### src/rtl/trap_ctrl.sv
`default_nettype none
// ============================================================================
// Module      : trap_ctrl
// Description : Trap/return sequencer. Latches sepc/scause/stvec, issues a
//               one-cycle PC redirect with pipeline flush, serves CSRRS.
// Revision    : 1.0 - initial release
// ============================================================================
module trap_ctrl #(
    parameter logic [31:0] STVEC_RESET  = 32'h0000_0100,
    parameter logic [11:0] CSR_STVEC    = 12'h105,
    parameter logic [11:0] CSR_SEPC     = 12'h141,
    parameter logic [11:0] CSR_SCAUSE   = 12'h142,
    parameter logic [7:0]  DFAULT_CAUSE = 8'hFF
) (
    input  logic        clk,
    input  logic        rst,
    input  logic        req_valid,
    input  logic [31:0] req_pc,
    input  logic        int_signal,
    input  logic [7:0]  scause_in,
    input  logic        mret,
    input  logic        csrrs,
    input  logic [11:0] csr_addr,
    input  logic [31:0] csr_set,
    input  logic        csr_set_en,
    input  logic        stall,
    output logic [31:0] csr_rdata,
    output logic        flush,
    output logic        redirect_valid,
    output logic [31:0] redirect_pc,
    output logic        in_trap,
    output logic        double_fault,
    output logic        busy
);

    typedef enum logic [0:0] {
        IDLE  = 1'b0,
        REDIR = 1'b1
    } state_t;

    state_t      state_q, state_d;
    logic        flush_q, flush_d;
    logic        redirect_valid_q, redirect_valid_d;
    logic [31:0] redirect_pc_q, redirect_pc_d;
    logic [31:0] sepc_q, sepc_d;
    logic [31:0] scause_q, scause_d;
    logic [31:0] stvec_q, stvec_d;
    logic        in_trap_q, in_trap_d;
    logic        double_fault_q, double_fault_d;

    logic        w_sample;
    logic        w_take_trap;
    logic        w_take_ret;
    logic        w_take_csr;

    // Priority: trap beats return beats CSR write, so a trap-entry write of
    // sepc/scause can never collide with a CSRRS write on the same edge.
    always_comb begin
        w_sample    = (state_q == IDLE) && req_valid && !stall;
        w_take_trap = w_sample && int_signal;
        w_take_ret  = w_sample && !int_signal && mret;
        w_take_csr  = w_sample && !int_signal && !mret && csrrs && csr_set_en;
    end

    always_comb begin
        case (csr_addr)
            CSR_STVEC:  csr_rdata = stvec_q;
            CSR_SEPC:   csr_rdata = sepc_q;
            CSR_SCAUSE: csr_rdata = scause_q;
            default:    csr_rdata = 32'h0;
        endcase
    end

    always_comb begin
        state_d          = IDLE;
        flush_d          = 1'b0;
        redirect_valid_d = 1'b0;
        double_fault_d   = 1'b0;
        redirect_pc_d    = redirect_pc_q;
        sepc_d           = sepc_q;
        scause_d         = scause_q;
        stvec_d          = stvec_q;
        in_trap_d        = in_trap_q;

        if (w_take_trap) begin
            state_d          = REDIR;
            flush_d          = 1'b1;
            redirect_valid_d = 1'b1;
            redirect_pc_d    = stvec_q;
            if (!in_trap_q) begin
                sepc_d    = req_pc;
                scause_d  = {24'h0, scause_in};
                in_trap_d = 1'b1;
            end else begin
                scause_d       = {24'h0, DFAULT_CAUSE};
                double_fault_d = 1'b1;
            end
        end else if (w_take_ret) begin
            state_d          = REDIR;
            flush_d          = 1'b1;
            redirect_valid_d = 1'b1;
            redirect_pc_d    = sepc_q;
            in_trap_d        = 1'b0;
        end else if (w_take_csr) begin
            case (csr_addr)
                CSR_STVEC:  stvec_d  = (stvec_q | csr_set) & ~32'h3;
                CSR_SEPC:   sepc_d   = sepc_q | csr_set;
                CSR_SCAUSE: scause_d = scause_q | csr_set;
                default:    ;
            endcase
        end
    end

    always_ff @(posedge clk or posedge rst) begin
        if (rst) begin
            state_q          <= IDLE;
            flush_q          <= 1'b0;
            redirect_valid_q <= 1'b0;
            redirect_pc_q    <= 32'h0;
            sepc_q           <= 32'h0;
            scause_q         <= 32'h0;
            stvec_q          <= STVEC_RESET;
            in_trap_q        <= 1'b0;
            double_fault_q   <= 1'b0;
        end else begin
            state_q          <= state_d;
            flush_q          <= flush_d;
            redirect_valid_q <= redirect_valid_d;
            redirect_pc_q    <= redirect_pc_d;
            sepc_q           <= sepc_d;
            scause_q         <= scause_d;
            stvec_q          <= stvec_d;
            in_trap_q        <= in_trap_d;
            double_fault_q   <= double_fault_d;
        end
    end

    assign flush          = flush_q;
    assign redirect_valid = redirect_valid_q;
    assign redirect_pc    = redirect_pc_q;
    assign in_trap        = in_trap_q;
    assign double_fault   = double_fault_q;
    assign busy           = (state_q == REDIR);

endmodule
`default_nettype wire

### config.mk
export PLATFORM = sky130hd
export DESIGN_NAME = trap_ctrl
export DESIGN_NICKNAME = d
export VERILOG_FILES = /design/src/rtl/trap_ctrl.sv
export SDC_FILE = /design/constraint.sdc
export NUM_CORES = 1
export LEC_CHECK = 0
export ABC_AREA = 1
export BUFFER_PORTS_ARGS = -buffer_cell sky130_fd_sc_hd__buf_2
export CORE_MARGIN = 4
export CORE_UTILIZATION = 45
export DETAILED_ROUTE_END_ITERATION = 8
export GPL_ROUTABILITY_DRIVEN = 0
export PLACE_DENSITY_LB_ADDON = 0.08
export SYNTH_ARGS = -nofsm -noshare
export SYNTH_HDL_FRONTEND = slang
export SYNTH_SLANG_ARGS = --single-unit
export TNS_END_PERCENT = 30
### constraint.sdc
create_clock -name clk -period 5.6 [get_ports clk]
set_input_delay 0.84 -clock clk [delete_from_list [all_inputs] [get_ports clk]]
set_output_delay 0.84 -clock clk [all_outputs]
set_load 0.1 [all_outputs]
==> results of run 1 <==
-- per-layer routing --
metal | track usage, % | vias to the layer above | part of all wire, %
li1 | - | 3088 | -
met1 | 33.8 | 2941 | 46
met2 | 38.6 | 202 | 47
met3 | 5.98 | 34 | 6.0
met4 | 8.09 | 0 | 1.6
met5 | 0 | - | 0
-- tightest hold or removal path, cell delays in order (launching register included) --
cell	delay, ps
dfrtp_1	330
nand2_1	50
nand3_1	50
-- registers in the layout (all words and copies together), names as in the netlist --
name / count
double_fault: 1
in_trap: 1
redirect_pc: 32
redirect_valid: 1
scause_q: 32
sepc_q: 32
stvec_q: 30
-- Yosys cell counts (4+ instances only) --
cell,instances
nor3_1,16
nand2_1,324
dfrtp_1,128
nand2_2,5
clkbuf_1,6
o21ai_1,14
buf_4,4
buf_2,33
o21ai_0,88
buf_6,8
o21bai_1,22
inv_1,51
nor2_1,57
nand3_1,106
-- power groups by stage --
stage               Combinational [W]  Sequential, W  Clock (W)
finish                       0.000594        0.00118    0.00105
global route                 0.000650        0.00120    0.00111
CTS                          0.000599        0.00118    0.00106
detailed placement           0.000599        0.00119          0
global placement             0.000591        0.00119          0
floorplan                    0.000220        0.00141          0
-- stage by stage --
step	hold slack [ps]	setup WS (ps)
after floorplan	440	1320
after global placement	459	1650
after detailed placement	460	1620
after CTS	471	1630
after global routing	498	1480
final	474	1650
-- logic make-up after synthesis --
family,after synthesis,share of synthesized area [%]
simple gates,518,32.8
compound gates,127,10.6
buf+inv,105,7.74
flops,129,48.9
-- final cells by class --
cell class                      count  area (um^2)
Inverter                           54          209
Sequential cell                   129         3230
Timing Repair Buffer              166          846
Tap cell                          184          230
Multi-Input combinational cell    645         2890
Clock inverter                      6         55.1
Clock buffer                       25          495
Fill cell                        1431         6520
-- cell usage in the layout, fill, tap and decap left out, types with 4 or more instances in the layout --
master | netlist | final
nand2_1 | 324 | 323
buf_2 | 33 | 160
dfrtp_1 | 128 | 128
nand3_1 | 106 | 106
o21ai_0 | 88 | 88
nor2_1 | 57 | 55
inv_1 | 51 | 50
o21bai_1 | 22 | 22
clkbuf_16 | 0 | 17
nor3_1 | 16 | 16
o21ai_1 | 14 | 14
nand2_2 | 5 | 6
clkinv_2 | 1 | 6
buf_4 | 4 | 6
nor2_4 | 2 | 4
clkbuf_1 | 6 | 4
clkbuf_8 | 0 | 4
-- worst paths after layout --
path                                 startpoint         endpoint  slack [ps]  cells after the start
worst min register to register  redirect_pc[23]  redirect_pc[23]         470                      2
worst max register to register   redirect_valid       sepc_q[13]        2560                      7
worst min-delay path            redirect_pc[23]  redirect_pc[23]         470                      2
min in group asynchronous                   rst  redirect_pc[27]         580                      2
max in group asynchronous                   rst      stvec_q[25]        3910                      3
worst max-delay path                csr_addr[9]    csr_rdata[13]        1650                      9
==> results.md, run 1 <==
- Maximum clock frequency: approximately 250 MHz
- Max-cap viol count: 0
- Rows: 44
- Cell taking the most area after synthesis: dfrtp_1
- Final Setup Violations: 0
- CORE AREA: 14,500 um^2
- Fin. max-slew vios: 0
- Sequential fraction of the synthesis area: around half
- Post-route ant nets: 0
- Final instance area: 7960 um^2
- Die Ht: 129 um
- Via count: approximately 6.3k
- Leakage: roughly 4.3 nW
- Nets: 1,105
- I/O Pins: 161
- Number of global-route vias before repair: 6,025
- Area grow syn2layout: 20.4%
- Final Total Pwr: between 0.002 and 0.003 W
- Placed inst area: 7410 um^2
- Status: finished clean
- Min-Delay Path Class: flip-flop to flip-flop
- Initial core utilization: a little under half
- Cts bufs inserted: 17
- Drt first pass iters: 5
- Skew final: 5.66 ps
- Longest Clk Path Bufs: 2
- Number of synthesized flops with an enable pin: 0
- Syn Std Cell Area: 6610 um^2
- Post-CTS Resized: 0
- Share of cells above drive strength 1: 20.9%
- # DRC: 0
- Post-synth top flop: dfrtp_1
- Final critical-path share of the clock period: between 70 and 80%
- Pin count of the biggest net entering global routing: 85
- Worst setup path class: input pin to primary output
- RSZ-0062 raised after global routing: false
- Final non-filler cell total: 1,209
- GRT Total Usage: 24.7%
- Cells after Synth: 879
- Clock latency on the worst-skew pair: roughly 420 ps
- Critical path endpoint category: primary output
- First-pass GRT wire length: 32,000 um
- Clk Tree Root Cell: clkbuf_16
- Clock slew at reported path FFs: 50 ps
- # port buffers: between 150 and 200
- Post-CTS setup buffers: 0
- Max FO, Critical Path: 20
- Antenna violations before repair: 0
- Required time of the worst setup path: 4760 ps
- Synth Warn #: 0
- Die Width: 129 um
- Hold-fix buffers at CTS: 0
- Drt wl/cell: ~16 um
- Setup tns final: 0 ps
- Synth Area per Inst: 7.52 um^2
- P_sw: 0.000966 W
- Top post-synthesis cells by area: dfrtp_1 (48%), nand2_1 (18%), nand3_1 (8.0%), o21ai_0 (6.7%), nor2_1 (3.2%)
- Worst path slowest cell: nor3b_4
- Clock power share: 37.1%
- Final period demand of the worst path: a little under 4000 ps
- Peak supply drop: 0.226 mV
- Post-synthesis cell type count: 26
- Sequential share of power: between 40% and 50%
- Clk sinks: 129
- Max_slew headroom: between 20 and 25%
- Worst path top cell family by delay: simple AND/OR/NAND/NOR gates
- Count of final hold-check violations: 0
- # diodes: 0
- PD cells: 355 nW/um^2
- Worst slew pin tran: 1120 ps
- Die area: 16,700 um^2
- DRT Wirelength: 19,900 um
- Asr flop ratio synth: 100%
- Logic pwr share: 21.1%
- DP HPWL: 12,600 um
- Sw Share: around a third
- Arrival time at the worst endpoint: 3110 ps
- CTS tree: yes
- Cell-internal power: 0.00186 W
- Vias/cell: ~5.2
- Final Util: 55.0%
- Top cell type's share of synthesized area: between 40 and 50%
- H-tree levels: 4
- Largest stage delay, worst path: 950 ps
- Worst Path Buf+Inv: 4
- Synth Register Bits: 129
- Crit path cell chain: buf_2 -> inv_1 -> nand2_1 -> nor2_2 -> nor3b_4 -> buf_4 -> nand2_1 -> nand3_1 -> buf_2
- Grt total ovfl: 0
- Syn Nets: approximately 970
- Setup crit start kind: input pin
- DP Cell Count: 1,178
- Initial DRC Count: 386
(Power assumes the default switching activity.)
==> inputs of run 2 (changes only) <==
==> constraint.sdc (replaced) <==
create_clock -name clk -period 3.65 [get_ports clk]
set_input_delay 0.5475 -clock clk [delete_from_list [all_inputs] [get_ports clk]]
set_output_delay 0.5475 -clock clk [all_outputs]
set_load 0.1 [all_outputs]
==> results.md, run 2 (synthesis gave the netlist of run 1 again) <==
- Number of global-route vias before repair: 6,026 (+0.017%)
- GRT Total Usage: 24.6% (-0.039 points)
- # port buffers: 160 (unchanged)
- RR Endpoint: sepc_q[17]
- Final Setup Violations: 0 (unchanged)
- Post-CTS setup buffers: 0 (unchanged)
- Commonest cells after routing, fill and taps aside: nand2_1 (323), buf_2 (160), dfrtp_1 (128)
- Maximum clock frequency: 331 MHz
- Crit path cell chain: buf_2 -> inv_1 -> nand2_1 -> nor2_2 -> nand2_1 -> nor2_4 -> buf_4 -> nand2_1 -> nand3_1 -> buf_2
- I/O Pins: 161 (unchanged)
- Antenna violations before repair: 2 (+2)
- Final critical-path share of the clock period: 82.7%
- Final period demand of the worst path: 3020 ps
- Logic pwr share: 20.2% (-0.9 points)
- Cts bufs inserted: 17 (unchanged)
- Most used cell along the critical path: nand2_1
- Worst r2r path cells: 9 (+2)
- Drt first pass iters: 6 (+1)
- Worst setup path start: csr_addr[9]
- DRT Wirelength: 19,800 um (-0.42%)
- Sequential share of power: 40.0% (-1.8 points)
- H-tree levels: 4 (unchanged)
- Cell-internal power: 0.00302 W (+63%)
- Max FO, Critical Path: 20 (unchanged)
- Vias/cell: 5.14 (-0.85%)
- Post-CTS Resized: 0 (unchanged)
- Setup crit start kind: input pin
- Clock slew at reported path FFs: 60 ps (about the same)
- Worst slew pin tran: 1090 ps (-38.6 ps)
- Peak supply drop: 0.374 mV (+65%)
- Sw Share: 33.4% (-0.89 points)
- Via count: 6,263 (-0.032%)
- Count of final hold-check violations: 0 (unchanged)
- Fin. max-slew vios: 0 (unchanged)
- Leakage: 4.36 nW (+1.9%)
- Worst setup path class: input pin to primary output
- Share of cells above drive strength 1: 21.9% (+1.1 points)
- Max-cap viol count: 0 (unchanged)
- Nets: 1,114 (+0.81%)
- Setup tns final: 0 ps (unchanged)
- Commonest non-fill, non-tap cell in the layout: nand2_1
- Clock latency on the worst-skew pair: 420 ps (about the same)
- Die Width: 129 um (unchanged)
- # DRC: 0 (unchanged)
- Min-Delay Path Class: input pin to asynchronous set/reset pin
- Clock power share: 39.8% (+2.7 points)
- Post-route ant nets: 0 (unchanged)
- Pin count of the biggest net entering global routing: 76 (-11%)
- Worst path slowest cell: nor2_4
- Longest Clk Path Bufs: 2 (unchanged)
- Skew final: 9.48 ps (+3.82 ps)
- Max_slew headroom: 27.4% (+2.6 points)
- Worst path top cell family by delay: simple AND/OR/NAND/NOR gates
- Status: finished clean
- DP Worst Slack: 633 ps (-991 ps)
- Required time of the worst setup path: 3100 ps (-1660 ps)
- Rows: 44 (unchanged)
- Initial core utilization: 45.6% (unchanged)
- Die area: 16,700 um^2 (unchanged)
- Final worst slack: 631 ps (-1020 ps)
- Clk sinks: 129 (unchanged)
- CTS tree: yes
- First-pass GRT wire length: 31,900 um (-0.41%)
- Fillers: 1,442 (+0.77%)
- Area grow syn2layout: 23.1%
- Hold-fix buffers at CTS: 0 (unchanged)
- Drt wl/cell: 16.2 um (-1.2%)
- Die Ht: 129 um (unchanged)
- Grt total ovfl: 0 (unchanged)
- Clk Tree Root Cell: clkbuf_16
- FF-to-FF Start: redirect_valid
- Reg2Reg Setup Slack: 1380 ps (-1180 ps)
- Largest stage delay, worst path: 530 ps (-420 ps)
- P_sw: 0.00151 W (+56%)
- DP HPWL: 12,700 um (+0.67%)
- # diodes: 0 (unchanged)
- CORE AREA: 14,500 um^2 (unchanged)
- Worst Path Buf+Inv: 4 (unchanged)
- Final Total Pwr: 0.00452 W (+60%)
- PD cells: 556 nW/um^2 (+57%)
- Arrival time at the worst endpoint: 2470 ps (-640 ps)
- Critical path endpoint category: primary output
- Initial DRC Count: 444 (+15%)
- RSZ-0062 raised after global routing: false
## run 2: changes by cell type in the layout (fill, tap and decap cells not counted), moves of 2 or more
| cell | delta |
|---|---|
| buf_12 | +3 |
| bufinv_16 | +2 |
| clkinvlp_4 | +3 |
| clkinv_2 | -2 |
| buf_4 | +6 |
| clkbuf_1 | -3 |
## run 2: how the worst max path moves through the flow
stage	cells after the start	end	slack [ps]
floorplan	8	csr_rdata[14]	980
global placement	10	csr_rdata[27]	650
detailed placement	8	csr_rdata[27]	630
CTS	10	csr_rdata[27]	630
global route	10	csr_rdata[19]	490
finish	10	csr_rdata[20]	630
## run 2: routing by layer
layer  vias up  part of all wire (%)  wire length, um  GRT usage, %
li1       3109                     -                -             -
met1      2940                    45             8950          33.5
met2       183                    47             9380          39.8
met3        27                   5.8             1160          4.95
met4         4                   1.5              294          7.78
met5         -                  0.11               21             0
## run 2: power groups by stage
stage	clock network, W	registers (W)	logic (W)
3_5_place_dp	0	0.00183	0.000921
3_3_place_gp	0	0.00183	0.000910
2_1_floorplan	0	0.00217	0.000338
4_1_cts	0.00182	0.00181	0.000924
5_1_grt	0.00189	0.00184	0.00100
6_report	0.00180	0.00181	0.000915
## run 2: layout make-up
| cell class | instances | area [um^2] | share of cell area, % |
|---|---|---|---|
| Clock inverter | 9 | 129 | 1.58 |
| Clock buffer | 23 | 498 | 6.12 |
| Sequential cell | 129 | 3230 | 39.7 |
| Multi-Input combinational cell | 645 | 2890 | 35.5 |
| Inverter | 54 | 208 | 2.55 |
| Tap cell | 184 | 230 | 2.83 |
| Timing Repair Buffer | 175 | 951 | 11.7 |
## run 2: through the flow
step                      hold WS, ps  std cells  instance area (um^2)  util (%)
after floorplan                   440        879                  6610         -
after global placement            456       1187                  7510      51.9
after detailed placement          459       1187                  7510      51.9
after CTS                         272       1219                  8140      56.2
after global routing              305       1219                  8140      56.2
final                             250       1219                  8140      56.2
